<file path="src/rtl/circle_points_pkg.sv">
// Shared types for the midpoint-circle point stream.
// State enum, symmetry index type and the eight-way offset table.
package circle_points_pkg;

  typedef enum logic [1:0] {
    IDLE,
    EMIT,
    STEP,
    DONE
  } state_e;

  typedef logic [2:0] idx_t;

  typedef struct packed {
    logic swap;
    logic neg_a;
    logic neg_b;
  } sym_t;

  // (swap x/y, negate first, negate second) for indices 0..7
  localparam sym_t [0:7] SYM_TBL = '{
    '{1'b0, 1'b0, 1'b0},
    '{1'b0, 1'b0, 1'b1},
    '{1'b0, 1'b1, 1'b0},
    '{1'b0, 1'b1, 1'b1},
    '{1'b1, 1'b0, 1'b0},
    '{1'b1, 1'b0, 1'b1},
    '{1'b1, 1'b1, 1'b0},
    '{1'b1, 1'b1, 1'b1}
  };

endpackage

</file>
<file path="src/rtl/circle_octant_sel.sv">
// Maps (k, x, y) to a symmetric offset and its enable.
// CIRCLE_POINTS_DEDUP_EN also drops offsets already covered by a lower index.
module circle_octant_sel
  import circle_points_pkg::*;
#(
  parameter int WIDTH = 32
) (
  input  idx_t                    k_i,
  input  logic signed [WIDTH-1:0] x_i,
  input  logic signed [WIDTH-1:0] y_i,
  input  logic        [7:0]       mask_i,
  output logic signed [WIDTH-1:0] ofs_a_o,
  output logic signed [WIDTH-1:0] ofs_b_o,
  output logic                    en_o
);

  function automatic logic [2*WIDTH-1:0] ofs(
    input idx_t                    k,
    input logic signed [WIDTH-1:0] x,
    input logic signed [WIDTH-1:0] y
  );
    sym_t             s;
    logic [WIDTH-1:0] a;
    logic [WIDTH-1:0] b;
    s = SYM_TBL[k];
    a = s.swap ? y : x;
    b = s.swap ? x : y;
    if (s.neg_a) a = -a;
    if (s.neg_b) b = -b;
    return {a, b};
  endfunction

  always_comb begin
    {ofs_a_o, ofs_b_o} = ofs(k_i, x_i, y_i);
    en_o = mask_i[k_i];
`ifdef CIRCLE_POINTS_DEDUP_EN
    for (int j = 0; j < 7; j++) begin
      if (j < int'(k_i) && mask_i[j] &&
          ofs(idx_t'(j), x_i, y_i) == {ofs_a_o, ofs_b_o})
        en_o = 1'b0;
    end
`endif
  end

endmodule

</file>
<file path="src/rtl/circle_points_stream.sv">
// Midpoint-circle generator streaming up to eight symmetric points per step.
// Optional CIRCLE_POINTS_DEDUP_EN suppresses repeated offsets within a group.
module circle_points_stream
  import circle_points_pkg::*;
#(
  parameter int WIDTH = 32
) (
  input  logic                    _clock,
  input  logic                    _reset_n,
  input  logic                    _start,
  input  logic signed [WIDTH-1:0] center_x,
  input  logic signed [WIDTH-1:0] center_y,
  input  logic signed [WIDTH-1:0] radius,
  input  logic        [7:0]       oct_mask,
  output logic signed [WIDTH-1:0] _out0,
  output logic signed [WIDTH-1:0] _out1,
  output logic                    _valid,
  input  logic                    _ready,
  output logic                    _busy,
  output logic                    _done
);

  localparam int DW = WIDTH + 4;
  typedef logic signed [DW-1:0] dval_t;
  typedef logic signed [WIDTH-1:0] crd_t;

  localparam dval_t C0  = dval_t'(0);
  localparam dval_t C3  = dval_t'(3);
  localparam dval_t C6  = dval_t'(6);
  localparam dval_t C10 = dval_t'(10);
  localparam crd_t  ONE = crd_t'(1);

  state_e     state_q, state_d;
  idx_t       k_q, k_d;
  crd_t       x_q, x_d, y_q, y_d;
  crd_t       cx_q, cx_d, cy_q, cy_d;
  dval_t      d_q, d_d;
  logic [7:0] mask_q, mask_d;
  crd_t       out0_q, out0_d, out1_q, out1_d;
  logic       valid_q, valid_d;
  dval_t      xs, ys;
  crd_t       ofs_a, ofs_b;
  logic       sel_en;

  always_comb begin
    state_d = state_q;
    k_d     = k_q;
    x_d     = x_q;
    y_d     = y_q;
    d_d     = d_q;
    cx_d    = cx_q;
    cy_d    = cy_q;
    mask_d  = mask_q;
    xs      = C0;
    ys      = C0;
    unique case (state_q)
      IDLE, DONE: begin
        if (_start) begin
          cx_d    = center_x;
          cy_d    = center_y;
          mask_d  = oct_mask;
          k_d     = '0;
          x_d     = '0;
          y_d     = radius;
          d_d     = C3 - (dval_t'(radius) <<< 1);
          state_d = radius[WIDTH-1] ? DONE : EMIT;
        end
      end
      EMIT: begin
        if (!valid_q || _ready) begin
          if (k_q == 3'd7) state_d = STEP;
          else k_d = k_q + 3'd1;
        end
      end
      STEP: begin
        if (y_q >= x_q) begin
          x_d = x_q + ONE;
          if (d_q > C0) y_d = y_q - ONE;
          xs = dval_t'(x_d);
          ys = dval_t'(y_d);
          // decision update uses the already-stepped x and y
          if (d_q > C0) d_d = d_q + ((xs - ys) <<< 2) + C10;
          else d_d = d_q + (xs <<< 2) + C6;
          k_d     = '0;
          state_d = EMIT;
        end else begin
          state_d = DONE;
        end
      end
      default: state_d = IDLE;
    endcase
  end

  circle_octant_sel #(
    .WIDTH (WIDTH)
  ) u_sel (
    .k_i     (k_d),
    .x_i     (x_d),
    .y_i     (y_d),
    .mask_i  (mask_d),
    .ofs_a_o (ofs_a),
    .ofs_b_o (ofs_b),
    .en_o    (sel_en)
  );

  // outputs are registered from next-state so index 0 appears one edge after start
  always_comb begin
    out0_d  = cx_d + ofs_a;
    out1_d  = cy_d + ofs_b;
    valid_d = (state_d == EMIT) && sel_en;
  end

  always_ff @(posedge _clock or negedge _reset_n) begin
    if (!_reset_n) begin
      state_q <= IDLE;
      k_q     <= '0;
      x_q     <= '0;
      y_q     <= '0;
      d_q     <= '0;
      cx_q    <= '0;
      cy_q    <= '0;
      mask_q  <= '0;
      out0_q  <= '0;
      out1_q  <= '0;
      valid_q <= 1'b0;
    end else begin
      state_q <= state_d;
      k_q     <= k_d;
      x_q     <= x_d;
      y_q     <= y_d;
      d_q     <= d_d;
      cx_q    <= cx_d;
      cy_q    <= cy_d;
      mask_q  <= mask_d;
      out0_q  <= out0_d;
      out1_q  <= out1_d;
      valid_q <= valid_d;
    end
  end

  assign _out0  = out0_q;
  assign _out1  = out1_q;
  assign _valid = valid_q;
  assign _busy  = (state_q == EMIT) || (state_q == STEP);
  assign _done  = (state_q == DONE);

endmodule

</file>
<file path="config.mk">
export PLATFORM = sky130hd
export DESIGN_NAME = circle_points_stream
export DESIGN_NICKNAME = d
export VERILOG_FILES = /design/src/rtl/circle_points_pkg.sv /design/src/rtl/circle_octant_sel.sv /design/src/rtl/circle_points_stream.sv
export SDC_FILE = /design/constraint.sdc
export NUM_CORES = 1
export LEC_CHECK = 0
export ABC_CLOCK_PERIOD_IN_PS = 10300
export CAP_MARGIN = 30
export CORE_UTILIZATION = 55
export DETAILED_ROUTE_END_ITERATION = 12
export PLACE_DENSITY = 0.76
export SYNTH_ARGS = -nofsm -noshare
export SYNTH_HDL_FRONTEND = slang
export SYNTH_SLANG_ARGS = --single-unit
export TNS_END_PERCENT = 100
</file>
<file path="constraint.sdc">
create_clock -name _clock -period 10.3 [get_ports _clock]
set_clock_uncertainty 0.05 [all_clocks]
set_input_delay 1.545 -clock _clock [delete_from_list [all_inputs] [get_ports _clock]]
set_output_delay 1.545 -clock _clock [all_outputs]
set_load 0.01 [all_outputs]
</file>
==> results_dict.tcl <==
set metrics [dict create \
    place_ws_ns 1.52 \
    yosys_warnings 0 \
    status "finished, final reports clean" \
    dieArea_mm2 0.0435 \
    grt_pass1_wl_mm 124 \
    seqCellArea_mm2 0.00606 \
    cp.arrival_ns 9.20 \
    antenna_found_initial 0 \
    track_usage_pct 36.0 \
    synth_largest_area_cell "dfrtp_1" \
    met3_length_mm 6.15 \
    yosys_most_used_dff "dfrtp_1" \
    final_hold_viol_count 0 \
    cts-buffers-inserted 29 \
    overflow 0 \
    synthCells 2896 \
    async_flop_share_pct 100 \
    dr_total_vias 22900 \
    via_per_inst 6.35 \
    path_delay_family "compound AO/OA/AOI/OAI gates" \
    max-slew-margin-rel_pct 29.1 \
    worst_path_largest_cell_delay_ns 0.65 \
    synth-seq-area-share_pct 25.8 \
    path_buf_inv 2 \
    drtIter0Drc 2245 \
    post_cts_buffers 0 \
    die_x_um 209 \
    required_ns 10.71 \
    final.setup.worst_slack_ns 1.51 \
    h-tree-depth 1 \
    netlist-cell-type-count 93 \
    rows 75 \
    cp_max_fo 29 \
    cp-end-kind "flip-flop" \
    area_growth_pct 14.6 \
    io_buffer_count 174 \
    rsz0062_at_grt "no" \
    antenna_cells 0 \
    syn-mean-instance-area_um2 8.11 \
    syn_nets 3288 \
    multi_input_area_mm2 0.0166 \
    clk_latency_ns 0.59 \
    synth_area_leaders "dfrtp_1 (26%), ha_1 (15%), xnor2_1 (7.8%)" \
    tns_ns 0 \
    synth_top_area_share_pct 25.8 \
    first_global_vias 22200 \
    dr.pass1.iters 6 \
    gp_congestion 0.977 \
    synth_area_mm2 0.0235 \
    min_path_type "reg -> reg" \
    cap_violations 0 \
    worst_pin_slew_ns 1.06 \
    crit_slowest_cell "nand2_1" \
    wl_met1_mm 33.2 \
    ys_seq_elements 242 \
    synth-edff-count 0 \
    fp.coreArea_mm2 0.0420 \
    dr_wl_met2_mm 36.5 \
    cts.repair.resized 0 \
    cts_tree "done" \
    crit_path_start_kind "flip-flop" \
    drv_slew 0 \
    setup_viol 0 \
    routed.top_layer "met4" \
    die_h_um 209 \
    cpMostUsedCell "ha_1" \
    clock_sinks 242 \
    drt-wirelength-per-cell_um 22.1 \
    fin_nets 3434 \
    start_util_pct 55.9 \
    fin_crit_sh_pct 85.3 \
    n_fill_cell 3647 \
    grt_max_degree 92 \
    root_buffer "clkbuf_16" \
    max_freq_mhz 114 \
    path_clk_slew_ns 0.06 \
    worstSetupPathType "reg -> reg" \
    period_minus_slack_ns 8.79 \
    ant_nets 0 \
    hpwl_mm 61.5 \
    hold_buffers 0 \
    clock_path_buffers 3 \
    route.detailed.drc 0 \
    drive_above_1_share_pct 5.09 \
    design.portCount 175 \
    totalWireLength_mm 79.5 \
]
==> per-stage QoR <==
step | instance area, um^2 | cells | utilization [%] | hold WS, ns
global route | 26900 | 3603 | 64.0 | 0.446
detailed placement | 25900 | 3548 | 61.6 | 0.409
floorplan | 23500 | 2896 | - | 0.386
global placement | 25800 | 3544 | 61.4 | 0.403
CTS | 26900 | 3601 | 64.0 | 0.424
finish | 26900 | 3603 | 64.0 | 0.423
==> cell type report <==
cell class              count  area share, %
inverters                 139           1.94
multi-input cells        2414           61.5
clock inverters            16          0.823
repair buffers            216           7.82
clock buffers              37           2.88
flip-flops and latches    242           22.5
well taps                 539           2.51
==> worst register-to-register path, delay by kind of cell, from the launching register on <==
kind | cells | cell delay (ns)
AOI/OAI and AO/OA | 13 | 3.81
and+or+nand+nor | 8 | 2.82
adders and majority gates | 3 | 1.02
DFF | 1 | 0.36
buffers and inverters | 2 | 0.17
xor gates and xnor gates | 2 | 0.29
muxes | 1 | 0.18
==> placed cells by master, fill, tap and decap left out, types with 8 or more instances in the layout <==
master | synthesis | final
a31oi_1 | 44 | 43
nor2_1 | 191 | 189
a21o_1 | 57 | 57
and3_1 | 34 | 34
or4_1 | 17 | 17
nor4_1 | 29 | 29
nand3_1 | 66 | 66
ha_1 | 279 | 278
o21bai_1 | 22 | 22
nand2b_1 | 30 | 30
or2_2 | 14 | 14
a221o_1 | 8 | 8
xnor2_1 | 210 | 210
nand4_1 | 34 | 34
a41oi_1 | 10 | 10
and2_1 | 24 | 24
buf_4 | 1 | 38
o21a_1 | 23 | 23
o211ai_1 | 31 | 31
clkbuf_16 | 0 | 29
nor2b_1 | 17 | 17
a21boi_0 | 9 | 9
a211oi_1 | 28 | 28
o31ai_1 | 19 | 19
a211o_1 | 10 | 10
a31o_2 | 9 | 9
a22oi_1 | 12 | 12
nor3_1 | 77 | 77
a21oi_1 | 192 | 189
o21ai_0 | 176 | 176
inv_1 | 132 | 132
or3_1 | 42 | 42
a22o_1 | 14 | 14
clkdlybuf4s50_1 | 0 | 173
o22ai_1 | 9 | 9
xor2_1 | 77 | 77
o31a_1 | 9 | 9
nand2_1 | 430 | 429
dfrtp_1 | 242 | 242
mux2i_1 | 33 | 33
==> routing by layer <==
| layer | up-vias | global-route usage, % |
|---|---|---|
| met4 | 0 | 15.4 |
| met2 | 1017 | 59.0 |
| met1 | 10900 | 47.4 |
| li1 | 10800 | - |
| met3 | 191 | 5.35 |
| met5 | - | 0 |
==> registers in the layout, summed over array words and instances, names as in the netlist <==
signal and cells:
cx_q 32, _out0 32, state_q 2, _valid 1
d_q 36, cy_q 32, y_q 32, k_q 3
x_q 32, _out1 32, mask_q 8
==> cells by family after synthesis <==
| kind of cell | after synthesis | synth area share [%] |
|---|---|---|
| flip-flops | 242 | 25.8 |
| multiplexers | 38 | 1.71 |
| buffers and inverters | 240 | 4.03 |
| AND/OR/NAND/NOR | 1032 | 20.8 |
| XOR/XNOR | 287 | 10.7 |
| adder cells (fa/ha/maj) | 284 | 15.3 |
| AO/OA/AOI/OAI | 773 | 21.7 |
==> synthesized netlist by cell type, types with 23 or more instances <==
master	number
nand2_1	430
ha_1	279
dfrtp_1	242
xnor2_1	210
a21oi_1	192
nor2_1	191
o21ai_0	176
inv_1	132
clkbuf_1	78
nor3_1	77
xor2_1	77
nand3_1	66
a21o_1	57
a31oi_1	44
or3_1	42
and3_1	34
nand4_1	34
mux2i_1	33
o211ai_1	31
nand2b_1	30
nor4_1	29
a211oi_1	28
and2_1	24
o21a_1	23
==> path summary, 6_finish.rpt <==
check / depth (start not counted) / to / slack, ns / startpoint
min in group asynchronous: 1 / mask_q[1] / 0.98 / _reset_n
hold reg to reg: 2 / mask_q[2] / 0.42 / mask_q[2]
hold / removal: 2 / mask_q[2] / 0.42 / mask_q[2]
max in group asynchronous: 3 / x_q[21] / 7.97 / _reset_n
setup / recovery: 29 / _out1[31] / 1.51 / x_q[31]
setup reg to reg: 29 / _out1[31] / 1.51 / x_q[31]
Power is left out: the tool's default activity adds up to more than one toggle a clock period on the data nets, which glitch-free logic cannot reach.
